<file path="config.mk">
export PLATFORM = sky130hd
export DESIGN_NAME = exu_iter_shifter
export DESIGN_NICKNAME = d
export VERILOG_FILES = /design/src/rtl/exu_iter_shifter.sv
export SDC_FILE = /design/constraint.sdc
export NUM_CORES = 1
export LEC_CHECK = 0
export CAP_MARGIN = 15
export CORE_ASPECT_RATIO = 0.75
export CORE_MARGIN = 2
export CORE_UTILIZATION = 45
export CTS_CLUSTER_SIZE = 12
export DETAILED_ROUTE_END_ITERATION = 16
export GPL_TIMING_DRIVEN = 0
export PLACE_DENSITY_LB_ADDON = 0.05
export SYNTH_ARGS = -nofsm -noshare
export SYNTH_HDL_FRONTEND = slang
export SYNTH_SLANG_ARGS = --single-unit
</file>
<file path="constraint.sdc">
create_clock -name clk -period 2.1 [get_ports clk]
set_clock_uncertainty 0.05 [all_clocks]
set_input_delay 0.525 -clock clk [delete_from_list [all_inputs] [get_ports clk]]
set_output_delay 0.525 -clock clk [all_outputs]
set_load 0.03 [all_outputs]
</file>
<file path="src/rtl/exu_iter_shifter.sv">
// Multi-cycle SLL/SRL/SRA engine for the EXU. Optional macro EXU_SHIFT_BARREL_EN swaps in a single-cycle barrel shifter.
// Latency: done in cycle 1+ceil(shamt/STEP) after the start cycle (cycle 1 for shamt==0, op=10, or the barrel build).
// Backpressure: none; start is ignored while busy, so the EXU control stalls ex0 on busy.
module exu_iter_shifter #(
  parameter int XLEN = 32,
  parameter int STEP = 1
) (
  input  logic                    clk,
  input  logic                    rst,
  input  logic                    start,
  input  logic                    kill,
  input  logic [1:0]              op,
  input  logic [XLEN-1:0]         operand,
  input  logic [$clog2(XLEN)-1:0] shamt,
  output logic [XLEN-1:0]         result,
  output logic                    busy,
  output logic                    done
);

  localparam int SHW = $clog2(XLEN);

  typedef enum logic [1:0] {
    S_IDLE  = 2'd0,
    S_SHIFT = 2'd1,
    S_DONE  = 2'd2
  } state_t;

  state_t state, state_nxt;
  logic   start_ok;

  // op=10 falls through to the default arm: the operand is passed unchanged.
  function automatic logic [XLEN-1:0] shift_by(input logic [XLEN-1:0] v,
                                               input logic [1:0]      o,
                                               input logic [SHW:0]    n);
    logic [XLEN-1:0] r;
    case (o)
      2'b00:   r = v << n;
      2'b01:   r = v >> n;
      2'b11:   r = XLEN'($signed(v) >>> n);
      default: r = v;
    endcase
    return r;
  endfunction

  assign start_ok = start & ~kill & (state == S_IDLE);
  assign busy     = (state != S_IDLE);
  assign done     = (state == S_DONE);

`ifdef EXU_SHIFT_BARREL_EN

  always_comb begin
    state_nxt = state;
    case (state)
      S_IDLE:  if (start_ok) state_nxt = S_DONE;
      S_DONE:  state_nxt = S_IDLE;
      default: state_nxt = S_IDLE;
    endcase
    if (kill) state_nxt = S_IDLE;
  end

  always_ff @(posedge clk or negedge rst) begin
    if (!rst) begin
      result <= '0;
    end else if (start_ok) begin
      result <= shift_by(operand, op, {1'b0, shamt});
    end
  end

`else

  localparam logic [SHW:0] STEP_V = (SHW+1)'(STEP);

  logic [XLEN-1:0] acc, acc_step;
  logic [SHW:0]    rem, step_amt;
  logic [1:0]      op_q;
  logic            pass_thru, last_step;

  assign pass_thru = (shamt == '0) | (op == 2'b10);
  assign step_amt  = (rem < STEP_V) ? rem : STEP_V;
  assign last_step = (rem <= STEP_V);
  assign acc_step  = shift_by(acc, op_q, step_amt);

  always_comb begin
    state_nxt = state;
    case (state)
      S_IDLE:  if (start_ok) state_nxt = pass_thru ? S_DONE : S_SHIFT;
      S_SHIFT: if (last_step) state_nxt = S_DONE;
      S_DONE:  state_nxt = S_IDLE;
      default: state_nxt = S_IDLE;
    endcase
    if (kill) state_nxt = S_IDLE;
  end

  always_ff @(posedge clk or negedge rst) begin
    if (!rst) begin
      acc  <= '0;
      rem  <= '0;
      op_q <= 2'b00;
    end else if (kill) begin
      acc <= '0;
      rem <= '0;
    end else if (start_ok) begin
      acc  <= operand;
      rem  <= {1'b0, shamt};
      op_q <= op;
    end else if (state == S_SHIFT) begin
      acc <= acc_step;
      rem <= rem - step_amt;
    end
  end

  // Commit happens on the edge entering DONE; a kill on that edge drops it.
  always_ff @(posedge clk or negedge rst) begin
    if (!rst) begin
      result <= '0;
    end else if (start_ok && pass_thru) begin
      result <= operand;
    end else if (state == S_SHIFT && last_step && !kill) begin
      result <= acc_step;
    end
  end

`endif

  always_ff @(posedge clk or negedge rst) begin
    if (!rst) state <= S_IDLE;
    else      state <= state_nxt;
  end

endmodule
</file>
==> results of run 1 <==
[Yosys cell counts, drive strengths merged]
cell type / n
a211oi: 2
a21o: 8
a21oi: 29
a221o: 54
a22o: 9
a22oi: 3
a311o: 1
a31oi: 30
and2: 24
and3: 31
and3b: 30
buf: 16
clkbuf: 42
dfrtp: 74
ha: 2
inv: 7
mux2: 2
nand2: 25
nand2b: 1
nand3: 12
nor2: 5
nor2b: 2
nor3b: 24
nor4: 4
nor4b: 1
o211a: 1
o211ai: 19
o21ai: 5
o21ba: 1
o21bai: 1
o22ai: 23
o2bb2ai: 1
o311a: 1
o31ai: 1
o41ai: 1
or2: 3
or4: 2
[cell type report]
| type | count | area, sq um | area share, % |
|---|---|---|---|
| plain buffers | 56 | 325.3 | 5.283 |
| clock buffers | 14 | 274.0 | 4.450 |
| clock inverters | 2 | 10.01 | 0.1626 |
| inverters | 7 | 26.28 | 0.4267 |
| multi-input cells | 358 | 2656 | 43.14 |
| flip-flops and latches | 74 | 1854 | 30.12 |
| well taps | 136 | 170.2 | 2.764 |
| repair buffers | 86 | 840.8 | 13.66 |
[worst max-delay path: cells and delay by family, from the launching register on]
family | cells | cell delay (ns)
DFF | 1 | 0.45
buffers and inverters | 1 | 0.18
and+or+nand+nor | 2 | 0.79
AOI/OAI and AO/OA | 2 | 0.51
[sequential cells by signal, indices dropped and copies added, names as in the netlist]
register,flops
acc,32
rem,6
result,32
state,2
op_q,2
[kinds of logic after synthesis]
family,count (synthesis),synth area share (%)
compound gates,190,30.99
fa+ha+maj,2,0.5233
buf+inv,65,6.726
flops,74,38.73
mux,2,0.4710
simple gates,164,22.56
[report_power, final]
part / internal [uW] / total [uW] / switching (uW)
Sequential: 1900 / 2290 / 396
Combinational: 1750 / 4390 / 2640
Clock: 895 / 1500 / 603
Total: 4540 / 8180 / 3640
[metrics by stage]
step | TNS, ns | total power [uW]
6_report | 0 | 8184
5_1_grt | -0.5475 | 8631
4_1_cts | 0 | 8068
3_5_place_dp | -49.78 | 6483
3_3_place_gp | -220.92 | 6401
2_1_floorplan | 0 | 4921
[worst max-delay path by stage]
| stage | slack (ns) | endpoint | startpoint | cells past startpoint |
|---|---|---|---|---|
| final | 0.003 | result[20] | rem[0] | 5 |
| after global routing | -0.05 | result[20] | rem[3] | 5 |
| after global placement | -2.34 | result[22] | rst | 1 |
| after CTS | 0.02 | result[28] | rem[0] | 5 |
| after floorplan | 0.04 | result[1] | shamt[3] | 5 |
| after detailed placement | -0.83 | rem[0] | start | 6 |
[what timing repair did]
action	in CTS	in global routing
resized for setup	29	38
pin swaps	5	4
setup endpoints to repair	76	68
hold buffers	0	0
setup buffers	7	2
cloned	1	0
[layer usage]
metal | up-vias | global-route usage, % | routed length (microns)
li1 | 2146 | - | -
met1 | 2358 | 41.36 | 7426
met5 | - | 0 | 0
met3 | 19 | 6.098 | 1120
met4 | 0 | 7.292 | 184
met2 | 225 | 44.75 | 7166
==> impl_metrics.tcl, run 1 <==
set metrics [dict create \
    outcome "finished, final reports clean" \
    critical_path.slowest_cell "sky130_fd_sc_hd__or4_4" \
    timing.hold.worst.class "in -> async" \
    worst-setup-path-type "reg -> reg" \
    buffer_depth_of_the_longest_clock_path 2 \
    layout-area-overhead-vs-synth_pct 28.79 \
    initial_standard_cell_utilization_of_the_core_pct 46.28 \
    remaining_drc_errors 0 \
    postRouteWirelength_mm 15.90 \
    maxSlewHeadroom_pct 63.40 \
    synth_top_area_share_pct 38.73 \
    end_kind "flip-flop" \
    utilization_pct 59.61 \
    count_of_buffers_from_port_buffering 75 \
    r2r_cells 5 \
    synth.lib_cells_used.distinct 44 \
    antenna_cells_inserted 0 \
    gpl.final_weighted_congestion 0.8661 \
    vias 4748 \
    critical_path_peak_fanout 10 \
    synth_area_leader_cell "sky130_fd_sc_hd__dfrtp_1" \
    static-leakage-power_uw 0.002945 \
    netlist_instances 497 \
    finalWorstSetupSlack_ns 0.002861 \
    reg2reg_slack_ns 0.003 \
    number_of_buffers_added_by_the_clock_tree_synthesis_step 9 \
    routed_wire_per_std_cell_microns 21.69 \
    synth_area_per_cell_sq_um 9.619 \
    grt_overflow 0 \
    yosys-top-cells-area "sky130_fd_sc_hd__dfrtp_1 39%, sky130_fd_sc_hd__a221o_1 11%, sky130_fd_sc_hd__and3b_1 5.5%" \
    fin_cells 733 \
    synth_warnings 0 \
    floorplan.rows 32 \
    die-area_sq_mm 0.01147 \
    max-vdd-ir-drop_v 0.0005852 \
    clk-insertion-delay-late_ns 0.34 \
    report.final.slew_viol_count 0 \
    power.density_cell_area_mw_per_mm2 1329 \
    critical_path.cell_chain "or4_4 -> buf_6 -> o211ai_1 -> nand3_1 -> a221o_1" \
    cap_violations 0 \
    detail_route.vias_per_cell 6.477 \
    postRouteAntennaNets 0 \
    cp.arrival_ns 2.27 \
    final-setup-viol-count 0 \
    finalNetCount 637 \
    worst_setup_hold_path_clk_slew_ns 0.06 \
    number_of_detailed_routing_iterations_run_before_antenna_repair 5 \
    design.portCount 77 \
    first_global_vias 4612 \
    design_area_sq_mm 0.006157 \
    layout_common_cells "72 x sky130_fd_sc_hd__dfrtp_1, 68 x sky130_fd_sc_hd__clkdlybuf4s50_1, 54 x sky130_fd_sc_hd__a221o_1" \
    fin_hold_ws_ns 0.05344 \
    placed_area_sq_mm 0.005727 \
    groute.usage.overall_pct 28.97 \
    num-fill-cells 909 \
    post-dp-hpwl_mm 10.73 \
    cts_tree "built" \
    syn-num-nets 542 \
    place_inst 709 \
    timing.critical_path.slowest_cell_delay_ns 0.63 \
    synth_seq_cells 74 \
    cts_root_buf "sky130_fd_sc_hd__clkbuf_16" \
    cp-start-kind "flip-flop" \
    h-tree-depth 3 \
    period_needed_ns 2.097 \
    final.period_utilization_pct 99.86 \
    drive_gt1_share_pct 15.58 \
    grt_start_max_net_pins 49 \
    synth-seq-area-share_pct 38.73 \
    fmax_mhz 476.8 \
    required_ns 2.27 \
    crit-reg2reg-capture "result[20]" \
    count_of_final_hold_check_violations 0 \
    drt_first_iter_violations 470 \
    die_height_microns 93.27 \
    chipWidth_microns 123.0 \
    synthesis.area_sq_mm 0.004781 \
    dp_worst_setup_slack_ns -0.8333 \
    antenna_found_initial 0 \
    fp.coreArea_sq_mm 0.01033 \
    cts_num_sinks 74 \
    unrepaired_setup_endpoints_after_global_routing "true" \
    rr_startpoint "rem[0]" \
    global_route_wire_length_before_repair_mm 25.43 \
    max_slew.worst_pin.slew_ns 0.5470 \
    layout.cells.most_common "sky130_fd_sc_hd__dfrtp_1" \
]
Note: power is estimated with default switching activity, not from simulation.
==> run 2, diff against run 1 <==
MAX_ROUTING_LAYER = met4   (was default)
==> impl_metrics.tcl, run 2 (synthesis gave the netlist of run 1 again) <==
set metrics [dict create \
    outcome "finished, final reports clean" \
    chipWidth_microns 123.0 \
    count_of_final_hold_check_violations 0 \
    crit-reg2reg-capture "result[30]" \
    buffer_depth_of_the_longest_clock_path 2 \
    count_of_buffers_from_port_buffering 75 \
    largest_registers_ranked_by_flip_flop_count "acc: 32 flops, result: 32 flops, rem: 6 flops" \
    seq_power_share_pct 28.0 \
    detail_route.vias_per_cell 6.516 \
    remaining_drc_errors 0 \
    critPathLaunch "rem[0]" \
    cp-start-kind "flip-flop" \
    design_area_sq_mm 0.006151 \
    groute.usage.overall_pct 29.82 \
    max_slew.worst_pin.slew_ns 0.5557 \
    unrepaired_setup_endpoints_after_global_routing "true" \
    timing.hold.worst.class "in -> async" \
    die-area_sq_mm 0.01147 \
    antenna_found_initial 0 \
    cts_root_buf "sky130_fd_sc_hd__clkbuf_16" \
    vias 4770 \
    cts_tree "built" \
    postRouteWirelength_mm 15.96 \
    timing.setup.tns_ns 0 \
    p_clk_share_pct 18.4 \
    final-setup-viol-count 0 \
    maxSlewHeadroom_pct 62.82 \
    clk-insertion-delay-late_ns 0.34 \
    h-tree-depth 3 \
    number_of_buffers_added_by_the_clock_tree_synthesis_step 9 \
    finalWorstSetupSlack_ns 0.007787 \
    cap_violations 0 \
    dr_wl_met2_mm 7.131 \
    highest-signal-layer "met4" \
    end_kind "flip-flop" \
    swShare_pct 44.68 \
    design.portCount 77 \
    static-leakage-power_uw 0.002944 \
    first_global_vias 4618 \
    rr_startpoint "rem[0]" \
    final.period_utilization_pct 99.63 \
    dp_worst_setup_slack_ns -0.8333 \
    placed_area_sq_mm 0.005727 \
    critical_path_peak_fanout 10 \
    layout_common_cells "72 x sky130_fd_sc_hd__dfrtp_1, 68 x sky130_fd_sc_hd__clkdlybuf4s50_1, 54 x sky130_fd_sc_hd__a221o_1" \
    finalNetCount 636 \
    grt_overflow 0 \
    die_height_microns 93.27 \
    drive_gt1_share_pct 15.60 \
    cts_num_sinks 74 \
    postRouteAntennaNets 0 \
    antenna_cells_inserted 0 \
    grt_start_max_net_pins 49 \
    max-vdd-ir-drop_v 0.0005851 \
    num-fill-cells 909 \
    crit_end "result[30]" \
    power.net_switching_uw 3655 \
    initial_standard_cell_utilization_of_the_core_pct 46.28 \
    required_ns 2.27 \
    utilization_pct 59.54 \
    cellInternalPower_uw 4526 \
    worst-setup-path-type "reg -> reg" \
    power.density_cell_area_mw_per_mm2 1330 \
    reg2reg_slack_ns 0.008 \
    period_needed_ns 2.092 \
    floorplan.rows 32 \
    area.sequential_sq_mm 0.001854 \
    report.final.slew_viol_count 0 \
    detailroute.wirelength.met3_mm 1.147 \
    gpl.final_weighted_congestion 0.8802 \
    routed_wire_per_std_cell_microns 21.80 \
    detail_route.wirelength.met1_mm 7.508 \
    cp.arrival_ns 2.27 \
    cts-hold-fix-buffers 0 \
    post-dp-hpwl_mm 10.73 \
    number_of_detailed_routing_iterations_run_before_antenna_repair 5 \
    global_route_wire_length_before_repair_mm 25.43 \
    drt_first_iter_violations 452 \
    layout.cells.most_common "sky130_fd_sc_hd__dfrtp_1" \
    pwr-share-comb_pct 53.6 \
    multi_input_area_sq_mm 0.002656 \
    layout-area-overhead-vs-synth_pct 28.66 \
    worst_setup_hold_path_clk_slew_ns 0.06 \
    r2r_cells 5 \
    fmax_mhz 478.0 \
    totalPowerFinal_uw 8181 \
    fp.coreArea_sq_mm 0.01033 \
]
run 2: changes by cell type in the layout (fill, tap and decap cells not counted), sizes merged:
cell,change
buf,-1
run 2: final cells by class:
type                    count  share of cell area [%]
multi-input cells         358                   43.19
flip-flops and latches     74                   30.15
repair buffers             85                   13.55
plain buffers              56                   5.309
clock buffers              14                   4.455
well taps                 136                   2.766
inverters                   7                  0.4272
clock inverters             2                  0.1627
run 2: worst min-delay path by stage:
stage               from        end  cells past startpoint
3_5_place_dp         rst     rem[2]                      1
3_3_place_gp   result[6]  result[6]                      1
4_1_cts              rst     rem[2]                      1
6_report             rst     rem[2]                      1
2_1_floorplan        rst     acc[0]                      0
5_1_grt              rst     rem[2]                      1
run 2: routing by layer:
metal  up-vias  track usage [%]
met5         -                -
met4         0            7.292
met3        17            6.098
met2       215            44.75
met1      2391            41.47
li1       2147                -
run 2: power groups by stage:
stage | logic (uW) | registers [uW] | clock network, uW
after floorplan | 2080 | 2840 | 0
after global placement | 4130 | 2270 | 0
after detailed placement | 4200 | 2290 | 0
after CTS | 4260 | 2290 | 1520
after global routing | 4650 | 2360 | 1600
final | 4380 | 2290 | 1510
run 2: critical path, cell delays in order, from the launching register on:
cell and delay [ns]:
sky130_fd_sc_hd__dfrtp_2 0.45, sky130_fd_sc_hd__or4_4 0.63, sky130_fd_sc_hd__buf_6 0.18, sky130_fd_sc_hd__o211ai_1 0.19
sky130_fd_sc_hd__nand3_1 0.15, sky130_fd_sc_hd__a221o_1 0.32
run 2: what timing repair did:
action | 4_1_cts | 5_1_grt
setup buffers | 7 | 1
pin swaps | 5 | 2
endpoints found under the setup margin | 76 | 68
cloned | 1 | 0
resized for setup | 29 | 40
run 2: through the flow:
step | cells | hold WS (ns)
finish | 732 | 0.04963
global route | 732 | 0.07185
CTS | 731 | 0.06218
detailed placement | 709 | 0.4241
global placement | 708 | 0.4449
floorplan | 497 | 0.1794
==> run 3, diff against run 2 <==
CORE_ASPECT_RATIO = 0.7   (was 0.75)
GPL_TIMING_DRIVEN = default   (was 0)
==> impl_metrics.tcl, run 3 (synthesis gave the netlist of run 1 again) <==
set metrics [dict create \
    fin_cells 703 \
    cts_num_sinks 74 \
    critical_path.slowest_cell "sky130_fd_sc_hd__or4_1" \
    buffer_depth_of_the_longest_clock_path 2 \
    fmax_mhz 487.9 \
    end_kind "flip-flop" \
    cts_tree "built" \
    antenna_found_initial 0 \
    grt_overflow 0 \
    outcome "finished, final reports clean" \
    count_of_buffers_from_port_buffering 76 \
    clk-insertion-delay-late_ns 0.34 \
    initial_standard_cell_utilization_of_the_core_pct 46.16 \
    worst_setup_hold_path_clk_slew_ns 0.06 \
    period_needed_ns 2.049 \
    drive_gt1_share_pct 13.84 \
    number_of_buffers_added_by_the_clock_tree_synthesis_step 9 \
    maxSlewHeadroom_pct 49.23 \
    crit_buf_inv 1 \
    crit-reg2reg-capture "result[25]" \
    max_slew.worst_pin.slew_ns 0.7588 \
    layout-area-overhead-vs-synth_pct 29.81 \
    h-tree-depth 3 \
    postRouteAntennaNets 0 \
    groute.usage.overall_pct 26.86 \
    antenna_cells_inserted 0 \
    design.portCount 77 \
    finalWorstSetupSlack_ns 0.05056 \
    dp_worst_setup_slack_ns -0.4056 \
    static-leakage-power_uw 0.002938 \
    multi_input_area_sq_mm 0.002641 \
    die_height_microns 90.24 \
    floorplan.rows 31 \
    rr_startpoint "rem[3]" \
    final.period_utilization_pct 97.59 \
    required_ns 2.27 \
    critical_path_peak_fanout 42 \
    worst-setup-path-type "reg -> reg" \
    fin_hold_ws_ns 0.06508 \
    power.density_cell_area_mw_per_mm2 1320 \
    layout_common_cells "73 x sky130_fd_sc_hd__dfrtp_1, 68 x sky130_fd_sc_hd__clkdlybuf4s50_1, 54 x sky130_fd_sc_hd__a221o_1" \
    drt_first_iter_violations 434 \
    cts_root_buf "sky130_fd_sc_hd__clkbuf_16" \
    remaining_drc_errors 0 \
    fp.coreArea_sq_mm 0.01036 \
    detail_route.vias_per_cell 6.459 \
    reg2reg_slack_ns 0.05 \
    global_route_wire_length_before_repair_mm 23.72 \
    first_global_vias 4276 \
    post-dp-hpwl_mm 9.050 \
    finalNetCount 611 \
    unrepaired_setup_endpoints_after_global_routing "false" \
    count_of_final_hold_check_violations 0 \
    final-setup-viol-count 0 \
    vias 4541 \
    crit_family "simple AND/OR/NAND/NOR gates" \
    report.final.slew_viol_count 0 \
    routed_wire_per_std_cell_microns 20.53 \
    largest_registers_ranked_by_flip_flop_count "acc: 32 flops, result: 32 flops, rem: 6 flops" \
    cts-hold-fix-buffers 0 \
    cp-start-kind "flip-flop" \
    area.sequential_sq_mm 0.001853 \
    grt_start_max_net_pins 43 \
    timing.hold.worst.class "in -> async" \
    gpl.final_weighted_congestion 0.8524 \
    die-area_sq_mm 0.01148 \
    chipWidth_microns 127.2 \
    max-vdd-ir-drop_v 0.0007128 \
    critical_path.cell_chain "or4_1 -> buf_12 -> o22ai_1 -> nand2_1 -> a221o_1" \
    cp.arrival_ns 2.22 \
    layout.cells.most_common "sky130_fd_sc_hd__dfrtp_1" \
    r2r_cells 5 \
    number_of_detailed_routing_iterations_run_before_antenna_repair 5 \
    place_inst 685 \
    timing.critical_path.slowest_cell_delay_ns 0.57 \
    cap_violations 0 \
    postRouteWirelength_mm 14.44 \
    num-fill-cells 893 \
]
## run 3: cell types whose count changed in the layout (fill, tap and decap cells not counted), sizes merged
| cell | change |
|---|---|
| clkbuf | -43 |
| buf | +14 |
| bufinv | +1 |
| clkinv | +1 |
| clkinvlp | +1 |
| dlygate4sd2 | +1 |
## run 3: layer usage
metal | share of wire (%) | track usage, % | up-vias
li1 | - | - | 2092
met1 | 49 | 40.57 | 2269
met2 | 44 | 37.32 | 165
met3 | 6.0 | 5.476 | 15
met4 | 0.83 | 5.128 | 0
met5 | 0 | - | -
## run 3: what timing repair did
item                                    in CTS  in global routing
buffers inserted                             1                  1
gates resized for setup                     12                  1
pin swaps                                    0                  2
cloned                                       2                  0
endpoints found under the setup margin      34                 23
## run 3: cell type report
type	instances	area share, %
inverter	7	0.4234
multi-input combinational	358	42.56
tap	132	2.661
timing repair buffer	116	19.58
clock inverter	5	0.8468
sequential	74	29.86
clock buffer	11	4.073
## run 3: how the worst max path moves through the flow
stage / from / end / slack, ns / cells past startpoint
floorplan: shamt[3] / result[1] / 0.04 / 5
global placement: shamt[3] / result[24] / -0.33 / 6
detailed placement: shamt[3] / result[30] / -0.41 / 6
CTS: shamt[3] / result[16] / 0.003 / 6
global route: shamt[3] / result[3] / 0.01 / 6
finish: rem[3] / result[25] / 0.05 / 5
## run 3: through the flow
step | power [uW] | cell area (sq um) | utilization (%) | setup TNS (ns)
after global routing | 8648 | 6206 | 59.93 | 0
after global placement | 6484 | 5834 | 56.34 | -15.45
final | 8193 | 6206 | 59.93 | 0
after detailed placement | 6531 | 5834 | 56.34 | -17.74
after CTS | 8216 | 6231 | 60.17 | 0
after floorplan | 4921 | 4781 | - | 0
## run 3: power breakdown
part | internal (uW) | switching [uW]
clock | 978 | 611
combinational | 1820 | 2510
sequential | 1900 | 374
